==> config.mk <==
export PLATFORM = sky130hd
export DESIGN_NAME = idwt_stage
export DESIGN_NICKNAME = d
export VERILOG_FILES = /design/src/rtl/idwt_stage.sv
export SDC_FILE = /design/constraint.sdc
export NUM_CORES = 1
export LEC_CHECK = 0
export ABC_CLOCK_PERIOD_IN_PS = 3100
export CORE_MARGIN = 1.5
export CORE_UTILIZATION = 35
export CTS_BUF_LIST = sky130_fd_sc_hd__clkbuf_4
export DETAILED_ROUTE_END_ITERATION = 8
export PLACE_DENSITY = 0.55
export SLEW_MARGIN = 20
export SYNTH_ARGS = -nofsm -noshare
export SYNTH_HDL_FRONTEND = slang
export SYNTH_SLANG_ARGS = --single-unit
==> constraint.sdc <==
create_clock -name clk -period 3.1 [get_ports clk]
set_clock_uncertainty 0.15 [all_clocks]
set_input_delay 0.62 -clock clk [delete_from_list [all_inputs] [get_ports clk]]
set_output_delay 0.62 -clock clk [all_outputs]
set_load 0.005 [all_outputs]
==> src/rtl/idwt_stage.sv <==
// idwt_stage: one level of Haar inverse-DWT synthesis; each (A, D) pair becomes two samples, A+D then A-D.
module idwt_stage #(
  parameter int DATA_W = 16,
  parameter int SHIFT  = 0,
  parameter int SAT    = 1
) (
  input  logic                     clk,
  input  logic                     reset,
  input  logic                     clk_enable,
  input  logic                     in_valid,
  output logic                     in_ready,
  input  logic signed [DATA_W-1:0] approx_in,
  input  logic signed [DATA_W-1:0] detail_in,
  output logic                     out_valid,
  input  logic                     out_ready,
  output logic signed [DATA_W-1:0] filter_out,
  output logic                     out_odd,
  output logic                     sat_flag
);
  typedef enum logic [1:0] {IDLE, EVEN, ODD} state_t;
  localparam logic [DATA_W-1:0] MAX = {1'b0, {(DATA_W-1){1'b1}}};
  localparam logic [DATA_W-1:0] MIN = {1'b1, {(DATA_W-1){1'b0}}};
  state_t state, state_nx;
  logic in_xfer, out_xfer, sum_ovf, dif_ovf;
  logic signed [DATA_W:0] sum_w, dif_w, sum_sh, dif_sh;
  logic [DATA_W-1:0] sum_r, dif_r, sum_q, dif_q;
  // Results are formed one bit wider so the sum/difference never overflows before the shift.
  assign sum_w = approx_in + detail_in;
  assign dif_w = approx_in - detail_in;
  assign sum_sh = sum_w >>> SHIFT;
  assign dif_sh = dif_w >>> SHIFT;
  assign sum_ovf = sum_sh[DATA_W] != sum_sh[DATA_W-1];
  assign dif_ovf = dif_sh[DATA_W] != dif_sh[DATA_W-1];
  assign sum_r = (sum_ovf && SAT != 0) ? (sum_sh[DATA_W] ? MIN : MAX) : sum_sh[DATA_W-1:0];
  assign dif_r = (dif_ovf && SAT != 0) ? (dif_sh[DATA_W] ? MIN : MAX) : dif_sh[DATA_W-1:0];
  assign in_xfer = in_valid & in_ready & clk_enable;
  assign out_xfer = out_valid & out_ready & clk_enable;
  always_ff @(posedge clk)
    if (reset) state <= IDLE;
    else if (clk_enable) state <= state_nx;
  always_comb
    state_nx = state == IDLE ? (in_xfer ? EVEN : IDLE) :
               state == EVEN ? (out_xfer ? ODD : EVEN) :
               out_xfer ? (in_xfer ? EVEN : IDLE) : state;
  always_comb begin
    in_ready = !reset && clk_enable && (state == IDLE || (state == ODD && out_ready));
    out_valid = state != IDLE;
    out_odd = state == ODD;
    filter_out = state == EVEN ? sum_q : state == ODD ? dif_q : '0;
  end
  always_ff @(posedge clk)
    if (reset) begin
      sum_q <= '0;
      dif_q <= '0;
      sat_flag <= 1'b0;
    end else if (in_xfer) begin
      sum_q <= sum_r;
      dif_q <= dif_r;
      sat_flag <= sat_flag | sum_ovf | dif_ovf;
    end
endmodule

==> run_results.csv, run 1 <==
group,metric,value,unit
logic_synthesis,synthFlopType,"dfxtp_1",
sta,tns,0,ns
placement,io_buffers,56,
clocking,h-tree-depth,2,
grt,grt_max_degree,25,
detailed_routing,detail-route-antenna-nets,0,
sta,worst_pin_slew,0.864,ns
logic_synthesis,synth_top_family_by_area,"compound AO/OA/AOI/OAI gates",
finish,drive_above_1_share,33.0,%
sta,post-route-period-util,98.0,%
finish,fin_area,5490,µm²
finish,antenna_cells,0,
sta,clock.fmax,0.329,GHz
power_and_ir_drop,p_per_area,328,nW/µm²
placement,place_area,4830,µm²
logic_synthesis,yosys.area_share.simple,18.6,%
floorplanning,core,9730,µm²
logic_synthesis,async_flop_share,0,%
logic_synthesis,yosysWarningCount,0,
clocking,cts_buffers,5,
sta,final_hold_viol_count,0,
placement,place_congestion,0.881,
finish,layoutNonFillerInstCount,742,
sta,period_needed,3.04,ns
setup_path,slowest_stage,"clkdlybuf4s50_1",
logic_synthesis,synth_seq_cells,35,
grt,grt_usage,20.3,%
detailed_routing,drt_iter0_drc,152,
finish,seqCellArea,701,µm²
detailed_routing,finalWirelength,10.9,mm
power_and_ir_drop,leakagePower,2.38,nW
placement,pre_cts_ws,-0.742,ns
setup_path,crit_path_cell_trace,"clkdlybuf4s50_1 -> inv_1 -> ha_4 -> a21oi_2 -> nor2b_4 -> buf_4 -> o221ai_4 -> a211o_4 -> nor2_4 -> mux2i_4 -> buf_12 -> a21oi_1 -> a21oi_1",
floorplanning,start_util,35.9,%
detailed_routing,num_vias,3856,
grt,grt_pass1_vias,3631,
sta,whs,0.312,ns
logic_synthesis,synth_compound_area_share,33.6,%
placement,dp.cells,723,
setup_path,critical_path_class,"input port to flip-flop",
logic_synthesis,synth-edff-count,0,
finish,area_growth,57.5,%
logic_synthesis,syn-num-nets,532,
floorplanning,pin_count,57,
floorplanning,std_cell_rows,36,
detailed_routing,first_pass_iters,4,
setup_path,critical_path_arrival,3.10,ns
setup_path,cp_common_cell,"a21oi_1",
finish,fin_nets,680,
finish,n_fill_cell,939,
logic_synthesis,synthMuxAreaShare,0.717,%
floorplanning,dieWidth,103,µm
clocking,cts_buffer_depth,2,
grt,grt_pass1_wl,17.2,mm
logic_synthesis,ys_types,69,
setup_path,end_kind,"flip-flop",
floorplanning,dieArea,10600,µm²
grt,antenna_found_initial,0,
run,maxCapViolations,0,
logic_synthesis,synth_xor_area_share,6.03,%
detailed_routing,wl_per_cell,14.6,µm
sta,relSlewSlack,42.2,%
logic_synthesis,synth_area_per_cell,7.57,µm²
sta,setup_slack,0.0618,ns
sta,slew_violations,0,
clocking,clockRootBuffer,"clkbuf_4",
setup_path,crit_required,3.17,ns
power_and_ir_drop,peakVddDrop,0.181,mV
detailed_routing,drc,0,
clocking,cts_tree,"built",
logic_synthesis,syn_inst,461,
setup_path,crit_family,"compound AO/OA/AOI/OAI gates",
clocking,cts_sinks,35,
finish,multi_input_area,2940,µm²
logic_synthesis,synthAdderAreaFrac,12.6,%
sta,setup_viol,0,
logic_synthesis,yosysSeqAreaShare,20.1,%
setup_path,cp_max_fo,15,
grt,grt_overflow_total,0,
placement,hpwlAfterDp,8.37,mm
setup_path,crit_path_start_kind,"input port",
detailed_routing,drt-vias-per-instance,5.20,
hold_path,hold_path_class,"flip-flop to flip-flop",
setup_path,cp.buffers_inverters,4,
clocking,clock_latency,0.33,ns
floorplanning,die_h,103,µm
run_status,status,"completed",
setup_path,cpPeakStageDelay,0.48,ns
logic_synthesis,synth.cell_area,3490,µm²
clocking,cts.clk_slew.worst_paths,0.10,ns
[layout by cell type, fill, tap and decap left out, types with 14 or more instances in the layout]
master           count
a21oi_1             46
a21oi_2             14
a22o_1              19
buf_4              107
clkdlybuf4s50_1     35
dfxtp_1             35
ha_1                16
inv_1               28
nand2_1             23
nor2_1              26
o21ai_0             26
xnor2_1             21
[kinds of logic after synthesis]
| logic type | Yosys count |
|---|---|
| simple gates | 123 |
| compound gates | 178 |
| fa+ha+maj | 34 |
| buf+inv | 65 |
| xor+xnor | 24 |
| mux | 2 |
| flops | 35 |
[layer usage]
| metal | track usage, % | part of all wire (%) | vias to the layer above |
|---|---|---|---|
| met3 | 1.49 | 3.3 | 15 |
| li1 | - | - | 1954 |
| met4 | 5.82 | 1.7 | 0 |
| met5 | 0 | 0 | - |
| met2 | 35.4 | 47 | 91 |
| met1 | 27.0 | 48 | 1796 |
[final cells by class]
cell class,count,area share (%)
multi-input cells,361,53.5
repair buffers,171,26.9
flip-flops and latches,35,12.8
well taps,133,3.03
inverters,35,2.39
clock buffers,6,0.820
clock inverters,1,0.547
[report_power, final]
part / switching, mW / internal [mW] / total [mW]
combinational: 0.487 / 0.487 / 0.974
sequential: 0.0220 / 0.490 / 0.512
clock: 0.139 / 0.175 / 0.314
total: 0.649 / 1.15 / 1.80
[worst paths after layout]
kind,endpoint,slack (ns),start,cells past startpoint
worst max-delay path,dif_q[9],0.06,detail_in[5],13
worst min-delay path,dif_q[7],0.31,dif_q[7],2
worst max register to register,sum_q[3],1.09,state[1],5
worst min register to register,dif_q[7],0.31,dif_q[7],2
[stage by stage]
step	utilization [%]	power, mW
final	56.5	1.80
after global routing	56.5	1.91
after CTS	53.3	1.73
after detailed placement	49.6	1.34
after global placement	49.6	1.33
after floorplan	-	0.995
[flip-flops by register name, summed over array words and instances, names as in the netlist]
signal,flops
dif_q,16
state,2
sat_flag,1
sum_q,16
[timing repair]
item,in CTS,in global routing
pin swaps,19,29
buffers inserted,6,6
setup endpoints to repair,31,31
hold buffers,0,0
gates resized for setup,59,55
[cell usage after synthesis, types with 2 or more instances]
library cell | n | area share (%)
xor2_1 | 3 | 0.75
a211oi_1 | 5 | 1.1
o311ai_0 | 2 | 0.50
o31ai_1 | 4 | 0.86
nor2b_1 | 11 | 2.0
a22o_1 | 19 | 4.8
inv_1 | 35 | 3.8
o211ai_1 | 12 | 2.6
o22ai_1 | 2 | 0.36
and3_1 | 3 | 0.54
nand3_1 | 12 | 1.7
nor2_1 | 30 | 3.2
xnor2_1 | 21 | 5.3
o21ai_0 | 34 | 4.9
clkbuf_1 | 14 | 1.5
buf_2 | 10 | 1.4
o21ai_1 | 3 | 0.43
ha_1 | 32 | 11
or2_2 | 3 | 0.54
o21bai_1 | 2 | 0.43
nor3_1 | 11 | 1.6
nand2_1 | 23 | 2.5
a21oi_1 | 60 | 8.6
and2_1 | 6 | 1.1
dfxtp_1 | 35 | 20
a21o_1 | 6 | 1.3
nand3b_1 | 4 | 0.86
buf_6 | 3 | 0.97
a32o_1 | 2 | 0.57
nand2b_1 | 7 | 1.3
fa_1 | 2 | 1.1
a31oi_1 | 7 | 1.3
a311oi_1 | 2 | 0.50
[tightest hold or removal path: cells and delay by family, from the launching register on]
| kind | cells | cell delay, ns |
|---|---|---|
| AO/OA/AOI/OAI | 1 | 0.05 |
| flip-flops | 1 | 0.32 |
| AND/OR/NAND/NOR | 1 | 0.05 |
No activity file was read; power rests on OpenSTA's default activity.
==> run 2, diff against run 1 <==
--- a/config.mk
+++ b/config.mk
@@ -10,7 +10,8 @@
 export CORE_UTILIZATION = 35
 export CTS_BUF_LIST = sky130_fd_sc_hd__clkbuf_4
 export DETAILED_ROUTE_END_ITERATION = 8
-export PLACE_DENSITY = 0.55
+export GPL_ROUTABILITY_DRIVEN = 1
+export PLACE_DENSITY_LB_ADDON = 0.2
 export SLEW_MARGIN = 20
 export SYNTH_ARGS = -nofsm -noshare
 export SYNTH_HDL_FRONTEND = slang
==> run 2 against run 1 <==
  * Clock-buffer cell count unchanged
  * Largest power group unchanged
  * Core utilization up 0.17 points
  * Highest routed layer unchanged
  * Worst hold slack worse by 0.011 ns
  * Wire length up 1.3%
  * Global-route usage up 0.32 points
  * Largest cell class unchanged
  * Flip-flop and latch count unchanged
==> run_results.csv, run 2 (synthesized netlist as in run 1, its figures left out) <==
group,metric,value,unit
run_status,status,"completed",
detailed_routing,first_pass_iters,4,
finish,drive_above_1_share,33.3,%
power_and_ir_drop,pwr-share-comb,57.0,%
clocking,ctsHoldBuffers,0,
setup_path,cp_common_cell,"buf_4",
detailed_routing,detail-route-antenna-nets,0,
floorplanning,die_h,103,µm
setup_path,cp.buffers_inverters,5,
setup_path,crit_required,3.17,ns
sta,post-route-period-util,97.8,%
power_and_ir_drop,peakVddDrop,0.171,mV
grt,met2_usage,36.4,%
power_and_ir_drop,leakagePower,2.42,nW
detailed_routing,finalWirelength,11.0,mm
power_and_ir_drop,p_int,1.08,mW
setup_path,crit_family,"buffers and inverters",
setup_path,cp_max_fo,9,
power_and_ir_drop,p_per_area,316,nW/µm²
finish,largestRegisters,"dif_q: 16 flops, sum_q: 16 flops, state: 2 flops",
grt,top_usage_layer,"met2",
detailed_routing,drt_iter0_drc,145,
placement,io_buffers,56,
clocking,cts_buffer_depth,2,
power_and_ir_drop,seq_power_share,29.5,%
grt,grt_pass1_vias,3832,
finish,fin_nets,685,
power_and_ir_drop,p_sw,0.659,mW
finish,n_fill_cell,924,
clocking,cts_tree,"built",
clocking,clock_latency,0.32,ns
floorplanning,dieArea,10600,µm²
setup_path,crit_path_cell_trace,"clkdlybuf4s50_1 -> inv_1 -> ha_4 -> or3_4 -> a211oi_2 -> buf_4 -> a2111oi_4 -> buf_4 -> a21oi_2 -> buf_6 -> o211ai_1 -> a32o_1",
power_and_ir_drop,switching_share,37.8,%
grt,antenna_found_initial,0,
sta,clock.fmax,0.330,GHz
grt,grt_pass1_wl,17.5,mm
clocking,cts.clk_slew.worst_paths,0.10,ns
finish,fin_area,5510,µm²
floorplanning,pin_count,57,
setup_path,end_kind,"flip-flop",
floorplanning,dieWidth,103,µm
setup_path,critical_path_arrival,3.10,ns
placement,hpwlAfterDp,8.42,mm
sta,worst_pin_slew,0.879,ns
grt,grt_max_degree,25,
setup_path,cpPeakStageDelay,0.48,ns
floorplanning,core,9730,µm²
run,maxCapViolations,0,
sta,setup_viol,0,
clocking,cts_buffers,5,
clocking,clockRootBuffer,"clkbuf_4",
detailed_routing,num_vias,3897,
setup_path,critical_path_class,"input port to flip-flop",
grt,met3_usage,1.69,%
finish,antenna_cells,0,
sta,tns,0,ns
grt,use_met1,26.8,%
setup_path,crit_path_start_kind,"input port",
power_and_ir_drop,pwr-share-clk,13.5,%
clocking,h-tree-depth,2,
sta,period_needed,3.03,ns
sta,relSlewSlack,41.2,%
setup_path,slowest_stage,"clkdlybuf4s50_1",
finish,layout_commonest_cell,"buf_4",
grt,grt_overflow_total,0,
grt,grt_usage,20.6,%
finish,area_growth,57.9,%
placement,place_congestion,0.859,
finish,final_util,56.6,%
detailed_routing,drt-vias-per-instance,5.21,
sta,slew_violations,0,
finish,mostFrequentLayoutCells,"107 x buf_4, 47 x a21oi_1, 35 x dfxtp_1",
hold_path,hold_path_class,"flip-flop to flip-flop",
clocking,cts_sinks,35,
floorplanning,std_cell_rows,36,
detailed_routing,drc,0,
detailed_routing,wl_per_cell,14.7,µm
floorplanning,start_util,35.9,%
placement,place_area,4830,µm²
sta,final_hold_viol_count,0,
run 2: changes by cell type in the layout (fill, tap and decap cells not counted), sizes merged:
cell	before	now
buf	115	120
dlymetal6s2s	11	14
bufinv	1	0
dlygate4sd2	9	8
clkinv	0	2
clkdlybuf4s15	1	0
clkdlybuf4s50	35	34
run 2: worst paths after layout:
kind / from / to / slack (ns) / cells past startpoint
min reg2reg: sum_q[2] / sum_q[2] / 0.30 / 2
min: sum_q[2] / sum_q[2] / 0.30 / 2
max reg2reg: state[1] / sum_q[7] / 1.06 / 5
max: detail_in[14] / sum_q[6] / 0.07 / 12
run 2: layout make-up:
cell class              count  area (µm²)  share of cell area [%]
clock inverters             2        7.51                   0.136
flip-flops and latches     35         701                    12.7
clock buffers               6        45.0                   0.818
repair buffers            176        1540                    27.9
well taps                 133         166                    3.02
inverters                  35         131                    2.38
multi-input cells         361        2920                    53.0
run 2: routing by layer:
metal / up-vias / share of wire, %
li1: 1971 / -
met1: 1821 / 46
met2: 87 / 49
met3: 18 / 2.9
met4: 0 / 1.8
met5: - / 0
run 2: worst reg2reg max path: stages, from the launching register on:
cell and delay (ns):
dfxtp_1 0.43, nand2b_1 0.11, and3_1 0.20, and2_1 0.17, nor2_1 0.67, a22o_1 0.26
run 2: stage by stage:
stage,power [mW],instances,setup slack (ns),hold slack [ns]
global placement,1.32,723,-0.754,0.285
detailed placement,1.34,723,-0.746,0.294
global route,1.86,748,-0.0264,0.344
finish,1.74,748,0.0696,0.301
CTS,1.69,744,0.000675,0.317
floorplan,0.995,461,0.00226,0.275
run 2: power by group through the flow:
stage,Clock [mW],Combinational (mW),Sequential [mW]
floorplan,0,0.479,0.517
global placement,0,0.802,0.522
detailed placement,0,0.815,0.523
CTS,0.244,0.930,0.513
global route,0.264,1.07,0.519
finish,0.235,0.994,0.514
run 2: what timing repair did:
action | 4_1_cts | 5_1_grt
cloned | 1 | 0
setup endpoints to repair | 32 | 31
buffers inserted | 12 | 4
pin swaps | 26 | 21
resized for setup | 70 | 50
